===== config.mk =====
export PLATFORM = sky130hd
export DESIGN_NAME = cla_pipe_addsub
export DESIGN_NICKNAME = d
export VERILOG_FILES = /design/src/rtl/cla_pipe_addsub.sv
export SDC_FILE = /design/constraint.sdc
export NUM_CORES = 1
export LEC_CHECK = 0
export ABC_CLOCK_PERIOD_IN_PS = 2750
export CORE_ASPECT_RATIO = 2
export CORE_MARGIN = 1
export CORE_UTILIZATION = 32
export CTS_CLUSTER_DIAMETER = 200
export CTS_CLUSTER_SIZE = 14
export DETAILED_ROUTE_END_ITERATION = 6
export GPL_ROUTABILITY_DRIVEN = 0
export PLACE_DENSITY = 0.61
export SYNTH_ARGS = -nofsm -noshare
export SYNTH_HDL_FRONTEND = slang
export SYNTH_SLANG_ARGS = --single-unit

===== constraint.sdc =====
create_clock -name clk -period 2.75 [get_ports clk]
set_input_delay 0.4125 -clock clk [delete_from_list [all_inputs] [get_ports clk]]
set_output_delay 0.4125 -clock clk [all_outputs]
set_load 0.05 [all_outputs]

===== src/rtl/cla_pipe_addsub.sv =====
// Pipelined carry-lookahead adder/subtractor: one 4-bit lookahead group per stage,
// inter-group carry registered between stages, valid/ready handshake with global stall.
module cla_pipe_addsub #(
    parameter int WIDTH = 16
) (
    input  logic             clk,
    input  logic             rst,
    input  logic             in_valid,
    output logic             in_ready,
    input  logic [WIDTH-1:0] a,
    input  logic [WIDTH-1:0] b,
    input  logic             cin,
    input  logic             sub,
    output logic             out_valid,
    input  logic             out_ready,
    output logic [WIDTH-1:0] sum,
    output logic             cout,
    output logic             ovf,
    output logic             zero
);
    localparam int G = WIDTH / 4;

    logic w_advance;
    assign w_advance = ~out_valid | out_ready;
    assign in_ready  = w_advance;

    for (genvar k = 0; k < G; k++) begin : g_stage
        logic [3:0]     w_ga, w_gb, w_p, w_g, w_s;
        logic [4:1]     w_c;
        logic           w_ci;
        logic           w_vin;
        logic [4*k+3:0] w_sum_nxt;
        logic [4*k+3:0] r_sum;
        logic           r_valid;
        logic           r_cout;

        // Stage 0 takes operands straight from the ports; b is inverted here for subtract
        if (k == 0) begin : g_src
            assign w_ga      = a[3:0];
            assign w_gb      = b[3:0] ^ {4{sub}};
            assign w_ci      = sub | cin;
            assign w_vin     = in_valid & w_advance;
            assign w_sum_nxt = w_s;
        end else begin : g_src
            assign w_ga      = g_stage[k-1].g_ops.r_opa[3:0];
            assign w_gb      = g_stage[k-1].g_ops.r_opb[3:0];
            assign w_ci      = g_stage[k-1].r_cout;
            assign w_vin     = g_stage[k-1].r_valid;
            assign w_sum_nxt = {w_s, g_stage[k-1].r_sum};
        end

        assign w_p = w_ga ^ w_gb;
        assign w_g = w_ga & w_gb;

        assign w_c[1] = w_g[0] | (w_p[0] & w_ci);
        assign w_c[2] = w_g[1] | (w_p[1] & w_g[0]) | (w_p[1] & w_p[0] & w_ci);
        assign w_c[3] = w_g[2] | (w_p[2] & w_g[1]) | (w_p[2] & w_p[1] & w_g[0])
                      | (w_p[2] & w_p[1] & w_p[0] & w_ci);
        assign w_c[4] = w_g[3] | (w_p[3] & w_g[2]) | (w_p[3] & w_p[2] & w_g[1])
                      | (w_p[3] & w_p[2] & w_p[1] & w_g[0])
                      | (w_p[3] & w_p[2] & w_p[1] & w_p[0] & w_ci);

        assign w_s = w_p ^ {w_c[3:1], w_ci};

        always_ff @(posedge clk) begin
            if (rst) begin
                r_valid <= 1'b0;
                r_cout  <= 1'b0;
                r_sum   <= '0;
            end else if (w_advance) begin
                r_valid <= w_vin;
                r_cout  <= w_c[4];
                r_sum   <= w_sum_nxt;
            end
        end

        // Operand bits of the groups not yet evaluated ride along behind this stage
        if (k < G - 1) begin : g_ops
            localparam int NU = WIDTH - 4 * (k + 1);
            logic [NU-1:0] w_na, w_nb;
            logic [NU-1:0] r_opa, r_opb;

            if (k == 0) begin : g_first
                assign w_na = a[WIDTH-1:4];
                assign w_nb = b[WIDTH-1:4] ^ {NU{sub}};
            end else begin : g_rest
                assign w_na = g_stage[k-1].g_ops.r_opa[NU+3:4];
                assign w_nb = g_stage[k-1].g_ops.r_opb[NU+3:4];
            end

            always_ff @(posedge clk) begin
                if (rst) begin
                    r_opa <= '0;
                    r_opb <= '0;
                end else if (w_advance) begin
                    r_opa <= w_na;
                    r_opb <= w_nb;
                end
            end
        end
    end

    // Flags get their own registers so they read 0 out of reset rather than zero=1
    logic w_ovf_nxt, w_zero_nxt;
    logic r_ovf, r_zero;
    assign w_ovf_nxt  = g_stage[G-1].w_c[4] ^ g_stage[G-1].w_c[3];
    assign w_zero_nxt = ~|g_stage[G-1].w_sum_nxt;

    always_ff @(posedge clk) begin
        if (rst) begin
            r_ovf  <= 1'b0;
            r_zero <= 1'b0;
        end else if (w_advance) begin
            r_ovf  <= w_ovf_nxt;
            r_zero <= w_zero_nxt;
        end
    end

    assign out_valid = g_stage[G-1].r_valid;
    assign sum       = g_stage[G-1].r_sum;
    assign cout      = g_stage[G-1].r_cout;
    assign ovf       = r_ovf;
    assign zero      = r_zero;
endmodule


Word level (Yosys, flattened, before mapping) --
Index checks and enable logic that the tools add are counted.
Word-level totals: register bits 98, word-level logic and storage cells 145
Operators by class: bitwise logic cells 123, reductions and logical operators 2
Operator list (number):
- 1-bit AND | 65
- 1-bit OR | 42
- 4-bit bitwise XOR | 9
- 4-bit AND | 4
- 16-bit OR reduction | 1
- 12-bit bitwise XOR | 1
- 1-bit logical NOT | 1
- 1-bit inverter | 1
- 1-bit bitwise XOR | 1

Logic depth before layout (Yosys ltp) --
depth after elaboration 8, mapped depth 8, mapped depth without buffers 6

Least setup slack after synthesis --
Ideal clock, no wire load.
path type input port to flip-flop, from input sub, to register g_stage[0].r_sum[2], setup time 0.062 ns, arrival time 2.023 ns, data required time 2.688 ns, setup slack 0.665 ns, cell stages on the path 8, path buffers 2, cell sequence buf_6 > buf_2 > xor2_1 > ha_1 > o21a_1 > o21a_1 > or4_1 > nand3_1
Between the ends: longest elaborated chain between the ends 6, elaborated cells on any way between the ends 10
Ends and longest elaborated chain:
- start, declared | line 13 | input logic sub,
- 4-bit bitwise XOR | line 40 | assign w_gb = b[3:0] ^ {4{sub}};
- 4-bit bitwise XOR / 4-bit AND (equally long branches) | line 52, 53
- 1-bit AND | line 56 | assign w_c[2] = w_g[1] | (w_p[1] & w_g[0]) | (w_p[1] & w_p[0] & w_ci);
- 1-bit OR / 1-bit AND (equally long branches) | line 56
- 1-bit OR | line 56
- 4-bit bitwise XOR * | line 63 | assign w_s = w_p ^ {w_c[3:1], w_ci};
- end signal, assigned | line 73 | r_sum <= w_sum_nxt;
- end, declared | line 33 | logic [4*k+3:0] r_sum;
Mark *: on every way between the ends. The rest lies on a longest branch, timed or not. A chain may end at the register's enable or synchronous reset.

Final worst setup path --
Ends and elaborated chain as after synthesis.

==> reports/metrics.cfg <==
[synthesis]
async_reset_ff_frac=0
synth.top_cell.area_share=0.472
yosysMostFrequentCell=nand2_1
synth_top_cell_by_area=dfxtp_1
synth_cells=508
synth.area.top_cells=dfxtp_1 (47%), nand2_1 (13%), a21oi_1 (9.0%)
synth-seq-area-share=0.472
ys_types=38
synth-edff-count=0
ys.flop_type=dfxtp_1
syn_area_per_cell_um2=8.19
synth_nets=566
ys_warn_count=0
ys_seq_elements=98
syn_area_mm2=0.00416
synth_common_cells=nand2_1 (142), dfxtp_1 (98), a21oi_1 (75)

[timing]
fmaxAchievable_mhz=456
setup_violations=0
finalMaxSlewViolations=0
rsz0062_at_grt=no
maxSlewHeadroom=0.657
finalCritPeriodShare=0.798
worstMarginPinSlew_ps=513
finClkSkew_ps=3.66
hold_ws_ps=450
hold_viol=0
tns_ps=0
post-route-min-period_ps=2200

[power]
p_leak_nw=2.01
power_frac_seq=0.472
p_int_mw=2.55
p_total_mw=3.33
clockPowerShare=0.403
ir_drop_v=0.000337
powerDensity_mw_per_mm2=640
combPwrFrac=0.125
p_sw_frac=0.234
p_switching_mw=0.778

[drt]
vias=3492
wirelength_um=9280
firstDrtPassIters=4
ant_nets=0
drt_iter0_markers=222
drc_errors=0
wl_per_cell_um=13.2
vias_per_cell=4.97

[clocking]
post_cts_resized=0
numCtsBuffers=9
cts_tree=yes
cts-root-buf=clkbuf_16
clk_latency_ps=340
postCtsSetupRepairBufs=0
hold_buffers=0
clock-sinks=98
htreeDepth=3
clk_pin_slew_ps=60
clockBufferDepth=2

[critical_path]
critPathBufInv=2
cp_top_family=buffers and inverters
worstPathCellList=clkdlybuf4s50_1 > buf_4 > xor2_1 > ha_1 > o21a_1 > or4_1 > nand3_1
critical_path_class=in -> reg
arrival_ps=2470
crit_fanout=17
crit_required_ps=3030
crit_slowest_cell=clkdlybuf4s50_1
r2r_end=zero$_SDFFE_PP0N_
endpoint_kind=flop
reg2reg_from=g_stage[2].r_cout$_SDFFE_PP0N_
r2r_cells=6
start_kind=input pin
slowest_delay_ps=570
ff2ff_setup_slack_ps=910

[outcome]
outcome=completed

[die]
die_h_um=163
die-area_mm2=0.0135
initial_core_util=0.329
row_count=58
chipWidth_um=82.6
io_pins=59
core_area_mm2=0.0126

[placement]
dpl.hpwl_um=6470
port_buffers=58

[finish]
multi_input_area_mm2=0.00202
drive_gt1_frac=0.0453
seqCellArea_mm2=0.00196
fillers=1317
antenna_cells=0
final_nets=606
syn_to_final_growth_pct=25.1

[global_route]
grt_pass1_wl_um=15000
grt_use_total=0.146
antenna_found_initial=0
first_global_vias=3263
overflow=0
grt_max_degree=97

[hold_path]
min-delay-start=sum[10]$_SDFFE_PP0N_
hold_path.class=reg -> reg
min_to=sum[10]$_SDFFE_PP0N_
hold_depth=2

[flow_run]
max_cap_viol_count=0

-- power by group through the flow --
stage                     combinational (mW)  clock [mW]  sequential, mW
final                                  0.415        1.34            1.57
after detailed placement               0.416           0            1.60
after global placement                 0.403           0            1.60
after global routing                   0.457        1.43            1.58
after CTS                              0.419        1.38            1.57
after floorplan                        0.234           0            1.63
-- layer usage --
metal	part of all wire	track usage	vias to the layer above
li1	-	-	1787
met3	0.032	0.0257	17
met4	0.033	0.0776	0
met1	0.40	0.158	1612
met2	0.54	0.260	76
met5	0	0	-
-- cells in the final DEF (no fill, tap or decap), types with 3 or more instances in the layout --
| cell type | count |
|---|---|
| buf_4 | 4 |
| o21ai_1 | 5 |
| clkdlybuf4s50_1 | 56 |
| xnor2_1 | 18 |
| clkbuf_16 | 9 |
| a21o_1 | 4 |
| fa_1 | 4 |
| nand3_1 | 15 |
| inv_1 | 8 |
| nor3_1 | 4 |
| o21ai_0 | 6 |
| xor2_1 | 4 |
| nor4_1 | 3 |
| nand2_1 | 142 |
| a31oi_1 | 4 |
| ha_1 | 16 |
| nor2_1 | 24 |
| a21oi_1 | 75 |
| buf_12 | 4 |
| dfxtp_1 | 98 |
| a211oi_1 | 16 |
| nor4b_1 | 4 |
-- worst max path at each step --
| stage | cells after the start | slack [ps] | from | endpoint |
|---|---|---|---|---|
| floorplan | 8 | 660 | sub | g_stage[0].r_sum[2]$_SDFFE_PP0N_ |
| global placement | 7 | 300 | sub | g_stage[0].r_sum[2]$_SDFFE_PP0N_ |
| global route | 7 | 470 | sub | g_stage[0].r_sum[2]$_SDFFE_PP0N_ |
| detailed placement | 7 | 200 | sub | g_stage[0].r_sum[2]$_SDFFE_PP0N_ |
| CTS | 7 | 550 | sub | g_stage[0].r_sum[2]$_SDFFE_PP0N_ |
| finish | 7 | 550 | sub | g_stage[0].r_sum[2]$_SDFFE_PP0N_ |
-- logic make-up after synthesis --
group | count (synthesis) | share of synthesized area
XOR/XNOR | 22 | 0.0463
AO/OA/AOI/OAI | 120 | 0.168
buffers and inverters | 45 | 0.0439
AND/OR/NAND/NOR | 203 | 0.203
adder cells (fa/ha/maj) | 20 | 0.0674
flip-flops | 98 | 0.472
-- sequential cells by signal, indices dropped and copies added, names as in the netlist, 3 cells and up --
name                 cells
g_stage.g_ops.r_opa     24
g_stage.g_ops.r_opb     24
g_stage.r_cout           3
g_stage.r_sum           24
g_stage.r_valid          3
sum                     16
-- cell type report --
cell class | instances | share of cell area
timing repair buffer | 65 | 0.130
clock buffer | 13 | 0.0500
tap | 150 | 0.0361
clock inverter | 2 | 0.0115
sequential | 98 | 0.377
inverter | 9 | 0.00649
multi-input combinational | 365 | 0.389
-- worst register-to-register path: stages, from the launching register on --
cell and delay [ps]:
dfxtp_1 350, inv_1 80, fa_1 440, xnor2_1 180, nor4_1 240, nand4_1 240, o31ai_2 230
-- metrics by stage --
step                      area [um2]  setup slack [ps]   util  instances
after floorplan                 4160               665      -        508
after global placement          4880               296  0.387        687
after detailed placement        4880               203  0.387        687
after CTS                       5200               551  0.412        702
after global routing            5200               466  0.412        702
final                           5200               555  0.412        702
No activity file was read; power rests on OpenSTA's default activity.
